## config.mk

```make
export PLATFORM = sky130hd
export DESIGN_NAME = csr_reg_flat
export DESIGN_NICKNAME = d
export VERILOG_FILES = /design/src/rtl/csr_reg_pkg.sv /design/src/rtl/csr_reg_if.sv /design/src/rtl/csr_counter64.sv /design/src/rtl/csr_reg.sv /design/src/flat_wrapper.sv
export SDC_FILE = /design/constraint.sdc
export NUM_CORES = 1
export LEC_CHECK = 0
export BUFFER_PORTS_ARGS = -buffer_cell sky130_fd_sc_hd__buf_2
export CORE_ASPECT_RATIO = 0.9
export CORE_MARGIN = 3
export CORE_UTILIZATION = 30
export DETAILED_ROUTE_END_ITERATION = 8
export SYNTH_ARGS = -nofsm -noshare
export SYNTH_HDL_FRONTEND = slang
export SYNTH_SLANG_ARGS = --single-unit
export TNS_END_PERCENT = 1
```

## constraint.sdc

```tcl
create_clock -name clk -period 11.6 [get_ports clk]
set_input_delay 1.74 -clock clk [delete_from_list [all_inputs] [get_ports clk]]
set_output_delay 1.74 -clock clk [all_outputs]
set_load 0.1 [all_outputs]
```

## src/rtl/csr_reg_pkg.sv

```systemverilog
// Shared CSR definitions: addresses, field positions, the misa constant,
// and the write-mask / read-mux helpers used by the CSR file.
package csr_reg_pkg;

  localparam logic [11:0] CSR_MSTATUS   = 12'h300;
  localparam logic [11:0] CSR_MISA      = 12'h301;
  localparam logic [11:0] CSR_MIE       = 12'h304;
  localparam logic [11:0] CSR_MTVEC     = 12'h305;
  localparam logic [11:0] CSR_MSCRATCH  = 12'h340;
  localparam logic [11:0] CSR_MEPC      = 12'h341;
  localparam logic [11:0] CSR_MCAUSE    = 12'h342;
  localparam logic [11:0] CSR_MIP       = 12'h344;
  localparam logic [11:0] CSR_MCYCLE    = 12'hB00;
  localparam logic [11:0] CSR_MCYCLEH   = 12'hB80;
  localparam logic [11:0] CSR_MINSTRET  = 12'hB02;
  localparam logic [11:0] CSR_MINSTRETH = 12'hB82;
  localparam logic [11:0] CSR_CYCLE     = 12'hC00;
  localparam logic [11:0] CSR_CYCLEH    = 12'hC80;
  localparam logic [11:0] CSR_INSTRET   = 12'hC02;
  localparam logic [11:0] CSR_INSTRETH  = 12'hC82;
  localparam logic [11:0] CSR_MHARTID   = 12'hF14;

  localparam int MSTATUS_MIE  = 3;
  localparam int MSTATUS_MPIE = 7;
  localparam int MIE_MTIE     = 7;
  localparam int MIE_MEIE     = 11;
  localparam int MIP_MTIP     = 7;
  localparam int MIP_MEIP     = 11;

  localparam logic [31:0] MISA_RV32I = 32'h4000_0100;

  // Architectural state held in plain flops (counters live in csr_counter64).
  typedef struct packed {
    logic        mie;
    logic        mpie;
    logic        mtie;
    logic        meie;
    logic [31:0] mtvec;
    logic [31:0] mscratch;
    logic [31:0] mepc;
    logic [31:0] mcause;
  } csr_regs_t;

  typedef struct packed {
    csr_regs_t   regs;
    logic [63:0] mcycle;
    logic [63:0] minstret;
  } csr_state_t;

  // Apply one software write (with masking/forcing) to a state snapshot.
  function automatic csr_state_t csr_write(input csr_state_t s, input logic [11:0] addr,
                                           input logic [31:0] data);
    csr_state_t r;
    r = s;
    case (addr)
      CSR_MSTATUS: begin
        r.regs.mie  = data[MSTATUS_MIE];
        r.regs.mpie = data[MSTATUS_MPIE];
      end
      CSR_MIE: begin
        r.regs.mtie = data[MIE_MTIE];
        r.regs.meie = data[MIE_MEIE];
      end
      CSR_MTVEC:     r.regs.mtvec     = data & 32'hFFFF_FFFC;
      CSR_MSCRATCH:  r.regs.mscratch  = data;
      CSR_MEPC:      r.regs.mepc      = data & 32'hFFFF_FFFC;
      CSR_MCAUSE:    r.regs.mcause    = data;
      CSR_MCYCLE:    r.mcycle[31:0]   = data;
      CSR_MCYCLEH:   r.mcycle[63:32]  = data;
      CSR_MINSTRET:  r.minstret[31:0] = data;
      CSR_MINSTRETH: r.minstret[63:32] = data;
      default: ;
    endcase
    return r;
  endfunction

  function automatic logic [31:0] csr_read(input csr_state_t s, input logic [11:0] addr,
                                           input logic irq_timer, input logic irq_ext,
                                           input logic [31:0] hartid);
    logic [31:0] r;
    r = '0;
    case (addr)
      CSR_MSTATUS: begin
        r[MSTATUS_MIE]  = s.regs.mie;
        r[MSTATUS_MPIE] = s.regs.mpie;
        r[12:11]        = 2'b11;
      end
      CSR_MISA: r = MISA_RV32I;
      CSR_MIE: begin
        r[MIE_MTIE] = s.regs.mtie;
        r[MIE_MEIE] = s.regs.meie;
      end
      CSR_MTVEC:    r = s.regs.mtvec;
      CSR_MSCRATCH: r = s.regs.mscratch;
      CSR_MEPC:     r = s.regs.mepc;
      CSR_MCAUSE:   r = s.regs.mcause;
      CSR_MIP: begin
        r[MIP_MTIP] = irq_timer;
        r[MIP_MEIP] = irq_ext;
      end
      CSR_MCYCLE,   CSR_CYCLE:    r = s.mcycle[31:0];
      CSR_MCYCLEH,  CSR_CYCLEH:   r = s.mcycle[63:32];
      CSR_MINSTRET, CSR_INSTRET:  r = s.minstret[31:0];
      CSR_MINSTRETH, CSR_INSTRETH: r = s.minstret[63:32];
      CSR_MHARTID:  r = hartid;
      default:      r = '0;
    endcase
    return r;
  endfunction

endpackage

```

## src/rtl/csr_reg_if.sv

```systemverilog
// CSR access port: write commit from MEM/WB, combinational read for ID/EX.
interface csr_reg_if;
  logic        we_i;
  logic [11:0] waddr_i;
  logic [31:0] wdata_i;
  logic [11:0] raddr_i;
  logic [31:0] rdata_o;

  modport master (output we_i, waddr_i, wdata_i, raddr_i, input rdata_o);
  modport slave  (input we_i, waddr_i, wdata_i, raddr_i, output rdata_o);
endinterface

```

## src/rtl/csr_counter64.sv

```systemverilog
// 64-bit free-running counter with independent lo/hi software write ports;
// a write in a cycle replaces the addressed half and suppresses the increment.
module csr_counter64 (
  input  logic        clk,
  input  logic        rst,
  input  logic        inc,
  input  logic        we_lo,
  input  logic        we_hi,
  input  logic [31:0] wdata,
  output logic [63:0] count
);

  // NOTE: reset is sampled on the clock edge, and state uses <= so every
  // flop in the design sees pre-edge values regardless of block order.
  always_ff @(posedge clk) begin
    if (rst) begin
      count <= '0;
    end else if (we_lo || we_hi) begin
      if (we_lo) count[31:0]  <= wdata;
      if (we_hi) count[63:32] <= wdata;
    end else if (inc) begin
      count <= count + 64'd1;
    end
  end

endmodule

```

## src/rtl/csr_reg.sv

```systemverilog
// Machine-mode CSR file for the RV32I core: commit of MEM/WB CSR writes,
// forwarded read port, cycle/instret counters, trap/mret state and irq pending.
module csr_reg
  import csr_reg_pkg::*;
#(
  parameter logic [31:0] HARTID      = 32'h0000_0000,
  parameter logic [31:0] MTVEC_RESET = 32'h0000_0000
) (
  input  logic        clk,
  input  logic        rst,
  csr_reg_if.slave    bus,
  input  logic        instret_i,
  input  logic        exc_we_i,
  input  logic [31:0] exc_mepc_i,
  input  logic [31:0] exc_mcause_i,
  input  logic        mret_i,
  input  logic        irq_timer_i,
  input  logic        irq_ext_i,
  output logic [31:0] mtvec_o,
  output logic [31:0] mepc_o,
  output logic        irq_pending_o
);

  csr_regs_t   regs_q, regs_d;
  logic [63:0] mcycle, minstret;
  csr_state_t  cur_view, wr_view, rd_view;
  logic        fwd;

  csr_counter64 u_cycle (
    .clk   (clk),
    .rst   (rst),
    .inc   (1'b1),
    .we_lo (bus.we_i && bus.waddr_i == CSR_MCYCLE),
    .we_hi (bus.we_i && bus.waddr_i == CSR_MCYCLEH),
    .wdata (bus.wdata_i),
    .count (mcycle)
  );

  csr_counter64 u_instret (
    .clk   (clk),
    .rst   (rst),
    .inc   (instret_i),
    .we_lo (bus.we_i && bus.waddr_i == CSR_MINSTRET),
    .we_hi (bus.we_i && bus.waddr_i == CSR_MINSTRETH),
    .wdata (bus.wdata_i),
    .count (minstret)
  );

  // The software-write view serves both the forwarded read and the commit.
  always_comb begin
    cur_view.regs     = regs_q;
    cur_view.mcycle   = mcycle;
    cur_view.minstret = minstret;
    wr_view           = csr_write(cur_view, bus.waddr_i, bus.wdata_i);
    fwd               = bus.we_i && (bus.waddr_i == bus.raddr_i);
    rd_view           = fwd ? wr_view : cur_view;
  end

  assign bus.rdata_o = csr_read(rd_view, bus.raddr_i, irq_timer_i, irq_ext_i, HARTID);

  // Per-field priority: trap entry beats mret beats the software write.
  always_comb begin
    // NOTE: every path starts from the hold value so no latch is inferred.
    regs_d = regs_q;
    if (bus.we_i) regs_d = wr_view.regs;
    if (mret_i) begin
      regs_d.mie  = regs_q.mpie;
      regs_d.mpie = 1'b1;
    end
    if (exc_we_i) begin
      regs_d.mepc   = exc_mepc_i & 32'hFFFF_FFFC;
      regs_d.mcause = exc_mcause_i;
      regs_d.mpie   = regs_q.mie;
      regs_d.mie    = 1'b0;
    end
  end

  always_ff @(posedge clk) begin
    if (rst) begin
      regs_q <= '{mie: 1'b0, mpie: 1'b0, mtie: 1'b0, meie: 1'b0,
                  mtvec: MTVEC_RESET, mscratch: '0, mepc: '0, mcause: '0};
    end else begin
      regs_q <= regs_d;
    end
  end

  assign mtvec_o       = regs_q.mtvec;
  assign mepc_o        = regs_q.mepc;
  assign irq_pending_o = regs_q.mie & ((regs_q.mtie & irq_timer_i) | (regs_q.meie & irq_ext_i));

endmodule

```

## src/flat_wrapper.sv

```systemverilog
// flat-port wrapper written by rule: the top's interface ports become plain ports
module csr_reg_flat import csr_reg_pkg::*;
#(
  parameter logic [31:0] HARTID      = 32'h0000_0000,
  parameter logic [31:0] MTVEC_RESET = 32'h0000_0000
)
  (clk, rst, instret_i, exc_we_i, exc_mepc_i, exc_mcause_i, mret_i, irq_timer_i, irq_ext_i, mtvec_o, mepc_o, irq_pending_o, bus_we_i, bus_waddr_i, bus_wdata_i, bus_raddr_i, bus_rdata_o);
  csr_reg_if bus_i ();
  input  logic clk;
  input  logic rst;
  input  logic instret_i;
  input  logic exc_we_i;
  input  logic [31:0] exc_mepc_i;
  input  logic [31:0] exc_mcause_i;
  input  logic mret_i;
  input  logic irq_timer_i;
  input  logic irq_ext_i;
  output logic [31:0] mtvec_o;
  output logic [31:0] mepc_o;
  output logic irq_pending_o;
  input wire logic [$bits(bus_i.we_i)-1:0] bus_we_i;
  input wire logic [$bits(bus_i.waddr_i)-1:0] bus_waddr_i;
  input wire logic [$bits(bus_i.wdata_i)-1:0] bus_wdata_i;
  input wire logic [$bits(bus_i.raddr_i)-1:0] bus_raddr_i;
  output wire logic [$bits(bus_i.rdata_o)-1:0] bus_rdata_o;
  assign bus_i.we_i = bus_we_i;
  assign bus_i.waddr_i = bus_waddr_i;
  assign bus_i.wdata_i = bus_wdata_i;
  assign bus_i.raddr_i = bus_raddr_i;
  assign bus_rdata_o = bus_i.rdata_o;
  csr_reg #(.HARTID(HARTID), .MTVEC_RESET(MTVEC_RESET)) u_core (.clk(clk), .rst(rst), .bus(bus_i), .instret_i(instret_i), .exc_we_i(exc_we_i), .exc_mepc_i(exc_mepc_i), .exc_mcause_i(exc_mcause_i), .mret_i(mret_i), .irq_timer_i(irq_timer_i), .irq_ext_i(irq_ext_i), .mtvec_o(mtvec_o), .mepc_o(mepc_o), .irq_pending_o(irq_pending_o));
endmodule
```

==> results.txt <==
The run finished with clean final reports. The worst hold path belongs to the class reg2reg. Buffers inserted during clock tree synthesis total 30. The logs give 0.450 ns for the worst hold slack and 86 for the number of rows in the core area. For the worst flop-to-flop path, the logic depth is 8. Among all flip-flop cells after synthesis, the most frequent one is sky130_fd_sc_hd__dfxtp_1.

After synthesis the cells add up to 18,700 sq um. At the end of routability-driven placement, the weighted congestion stood at 0.960. The count of port buffers added during placement was 222; the placement-stage worst setup slack was 3.91 ns.

The average wire length per cell after detail routing is 23.9 um, and the number of cells produced by synthesis is 2,514. For this run, design rule violations remaining after detail routing come to 0. Detailed placement ended at an HPWL of 55,700 um. After routing the design area is 20,700 sq um.

Ratio of cells with drive above 1 in the final layout: 0.173. The die covers 65,300 sq um. Fraction of synthesis flops using an asynchronous set or reset pin: 0.

The number of top-level pins is 225, and the number of cells on the worst hold path is 2. The run gives 33,500 um as the detailed route wirelength on metal2. The number of vias per cell came out at 6.00. The global-route wire length before repair is 119,000 um, and the number of global-route vias before repair is 18,100. Summed over all layers, the global routing overflow is 0. The tools report the placed instance count as 3,312. The most frequent standard cell in the layout excluding fill and tap cells is sky130_fd_sc_hd__nand2_1.

For the via count, the log shows 20,200. The total power was 2.07 mW; the clock slew seen by the registers of the worst setup and hold paths was 0.06 ns. At the pin with the least slew margin, the transition time is 1.25 ns.

The cell type with the highest aggregate area in the netlist is sky130_fd_sc_hd__dfxtp_1. Entering global routing, the biggest net connects 209 pins. At the later pin of the worst-skew pair, clock insertion delay measures 0.60 ns.

The netlist uses 79 different library cells. For the hold buffer count at cts, the log shows 0. The starting density of the core was 0.304; the core outline area was 61,400 sq um. Gates resized during post-CTS repair numbered 0. The routed wire length was 80,300 um. The count of pins over their slew limit is 0.

Summing all placed instances gives a cell area of 19,800 sq um. Across the VDD grid, the largest voltage drop is 107 uV. Worst slew slack as a fraction of its limit: 0.169.

Classification of the worst setup path: in2out. Number of antenna violations at the first check in global routing: 5. The total power divided by cell area came out at 100 nW/um^2. The post-route fraction of the period consumed by the critical path was 0.670; the final setup violation count was 0. The first detailed-routing pass ran for 6 iterations. The finished layout holds 3,365 standard cells, fillers aside. The worst-case clock buffer depth is 3, and the area share of the largest cell type after synthesis is 0.278. The tools report the number of H-tree levels as 1. The synthesized netlist net count is 2,644. In the post-route analysis, the smallest setup slack over all paths is 3.83 ns. After detailed routing, no signal wire sits above met4. Compared with the post-synthesis result, the final layout area differs by 11.0%. Clock tree synthesis selected as its root buffer the cell sky130_fd_sc_hd__clkbuf_16. Summed over all cells, the static leakage comes to 7.63 nW. For the max-cap violation count, the log shows 0. The element type at the critical path end was an output pin.

Die span in y: 243 um. For the wire length the detailed router placed on met1, the log shows 34,000 um. Counting every sink on the clock net gives 260. TritonCTS built the clock tree. The number of buffers inserted to repair setup after CTS was 0; the number of flops mapped to enable cells by yosys was 0. In the layout the commonest cells are sky130_fd_sc_hd__nand2_1, sky130_fd_sc_hd__dfxtp_1, sky130_fd_sc_hd__a21oi_1.

The detailed router finished its first iteration with 3,110 violations. The clock arrives with 0.0218 ns of skew. The critical path arrival is 6.03 ns, and the highest net fanout along the worst path is 32. Number of endpoints with negative hold slack in the final report: 0. Timing would allow up to 129 MHz. Subtracting the final worst setup slack from the clock period gives 7.77 ns.

Data required time of the critical path: 9.86 ns. After routing, the total negative slack on setup checks comes to 0 ns. Setup repair after global routing left no endpoint under its margin. Sorting the synthesized cells by area gives the leading types as sky130_fd_sc_hd__dfxtp_1, sky130_fd_sc_hd__mux2i_1, sky130_fd_sc_hd__a21oi_1, sky130_fd_sc_hd__nand2_1, sky130_fd_sc_hd__mux2_2. The final-stage net count was 2,638.

Overall die width: 269 um. The register bit count reported by yosys was 260. The global-route total usage across every layer is 0.233, and the post-route antenna net violation count is 0.

STA classifies the critical path startpoint as an input pin. The share of the core filled with cells was 0.338. The routed design uses 9150 um of met3 wire. The tools report the sequential share of the synthesized area as 0.278.

In this run the mean area of a mapped cell was 7.43 sq um. The tools report the count of synthesis-stage warnings from yosys as 0.
layout make-up:
type | instances | area [sq um]
Multi-Input combinational cell | 1935 | 12100
Sequential cell | 260 | 5200
Inverter | 20 | 75.1
Antenna cell | 1 | 2.50
Fill cell | 6557 | 40700
Tap cell | 836 | 1050
Clock inverter | 10 | 65.1
Timing Repair Buffer | 261 | 1430
Clock buffer | 42 | 856
where the power goes:
group | switching [mW] | leakage (nW) | total [mW] | internal (mW)
combinational | 0.172 | 5.06 | 0.229 | 0.0573
clock | 0.416 | 0.463 | 0.927 | 0.511
sequential | 0.0118 | 2.11 | 0.919 | 0.907
registers in the layout, indices dropped and copies added (netlist names):
signal	cells
u_core.cur_view	68
u_core.u_cycle.count	64
u_core.u_instret.count	64
u_core.mepc_o	32
u_core.mtvec_o	32
routing by layer:
| layer | GRT usage | vias up |
|---|---|---|
| met3 | 0.0448 | 193 |
| met4 | 0.0953 | 0 |
| met1 | 0.333 | 9588 |
| met5 | 0 | - |
| li1 | - | 9135 |
| met2 | 0.340 | 1284 |
worst paths after layout:
path | start | end | slack, ns
worst max-delay path | bus_waddr_i[7] | bus_rdata_o[29] | 3.83
worst min-delay path | u_core.cur_view[221] | u_core.cur_view[221] | 0.45
worst max register to register | u_core.u_instret.count[0] | u_core.u_instret.count[62] | 7.89
worst min register to register | u_core.cur_view[221] | u_core.cur_view[221] | 0.45
synth_stat cells, types with 5 or more instances:
library cell	count
sky130_fd_sc_hd__inv_1	20
sky130_fd_sc_hd__nand4_1	41
sky130_fd_sc_hd__o21a_1	6
sky130_fd_sc_hd__mux2_2	92
sky130_fd_sc_hd__a21o_1	15
sky130_fd_sc_hd__and3_1	37
sky130_fd_sc_hd__or3_1	12
sky130_fd_sc_hd__buf_1	16
sky130_fd_sc_hd__nor2_1	235
sky130_fd_sc_hd__a311oi_1	5
sky130_fd_sc_hd__and4_1	9
sky130_fd_sc_hd__o31ai_1	8
sky130_fd_sc_hd__a31oi_1	28
sky130_fd_sc_hd__a222oi_1	19
sky130_fd_sc_hd__buf_2	21
sky130_fd_sc_hd__a21oi_1	259
sky130_fd_sc_hd__a211oi_1	36
sky130_fd_sc_hd__a32oi_1	9
sky130_fd_sc_hd__xnor2_1	21
sky130_fd_sc_hd__nand2b_1	8
sky130_fd_sc_hd__and2_1	8
sky130_fd_sc_hd__or4_1	25
sky130_fd_sc_hd__o21ai_0	136
sky130_fd_sc_hd__nor3_1	49
sky130_fd_sc_hd__nand2_1	319
sky130_fd_sc_hd__nor4b_1	5
sky130_fd_sc_hd__nor4_1	33
sky130_fd_sc_hd__o221ai_1	10
sky130_fd_sc_hd__dfxtp_1	260
sky130_fd_sc_hd__clkbuf_1	194
sky130_fd_sc_hd__mux2i_1	208
sky130_fd_sc_hd__xor2_1	9
sky130_fd_sc_hd__buf_4	66
sky130_fd_sc_hd__nand3_1	89
sky130_fd_sc_hd__o22ai_1	72
sky130_fd_sc_hd__or4b_1	21
sky130_fd_sc_hd__a22oi_1	21
sky130_fd_sc_hd__o41ai_1	5
sky130_fd_sc_hd__nand3b_1	5
worst max-delay path, stage by stage:
cell	delay [ns]
sky130_fd_sc_hd__buf_2	0.21
sky130_fd_sc_hd__or4b_1	0.71
sky130_fd_sc_hd__or3_1	0.37
sky130_fd_sc_hd__buf_4	0.26
sky130_fd_sc_hd__nor2_4	0.40
sky130_fd_sc_hd__buf_4	0.39
sky130_fd_sc_hd__mux2_2	0.37
sky130_fd_sc_hd__a222oi_1	0.59
sky130_fd_sc_hd__or4b_1	0.61
sky130_fd_sc_hd__buf_2	0.35
cells by family after synthesis:
group | Yosys count | share of synthesized area
and+or+nand+nor | 934 | 0.244
AOI/OAI and AO/OA | 668 | 0.216
buffers and inverters | 319 | 0.0795
muxes | 301 | 0.167
DFF | 260 | 0.278
xor gates and xnor gates | 30 | 0.0141
adders and majority gates | 2 | 0.00134
(Power assumes the default switching activity.)
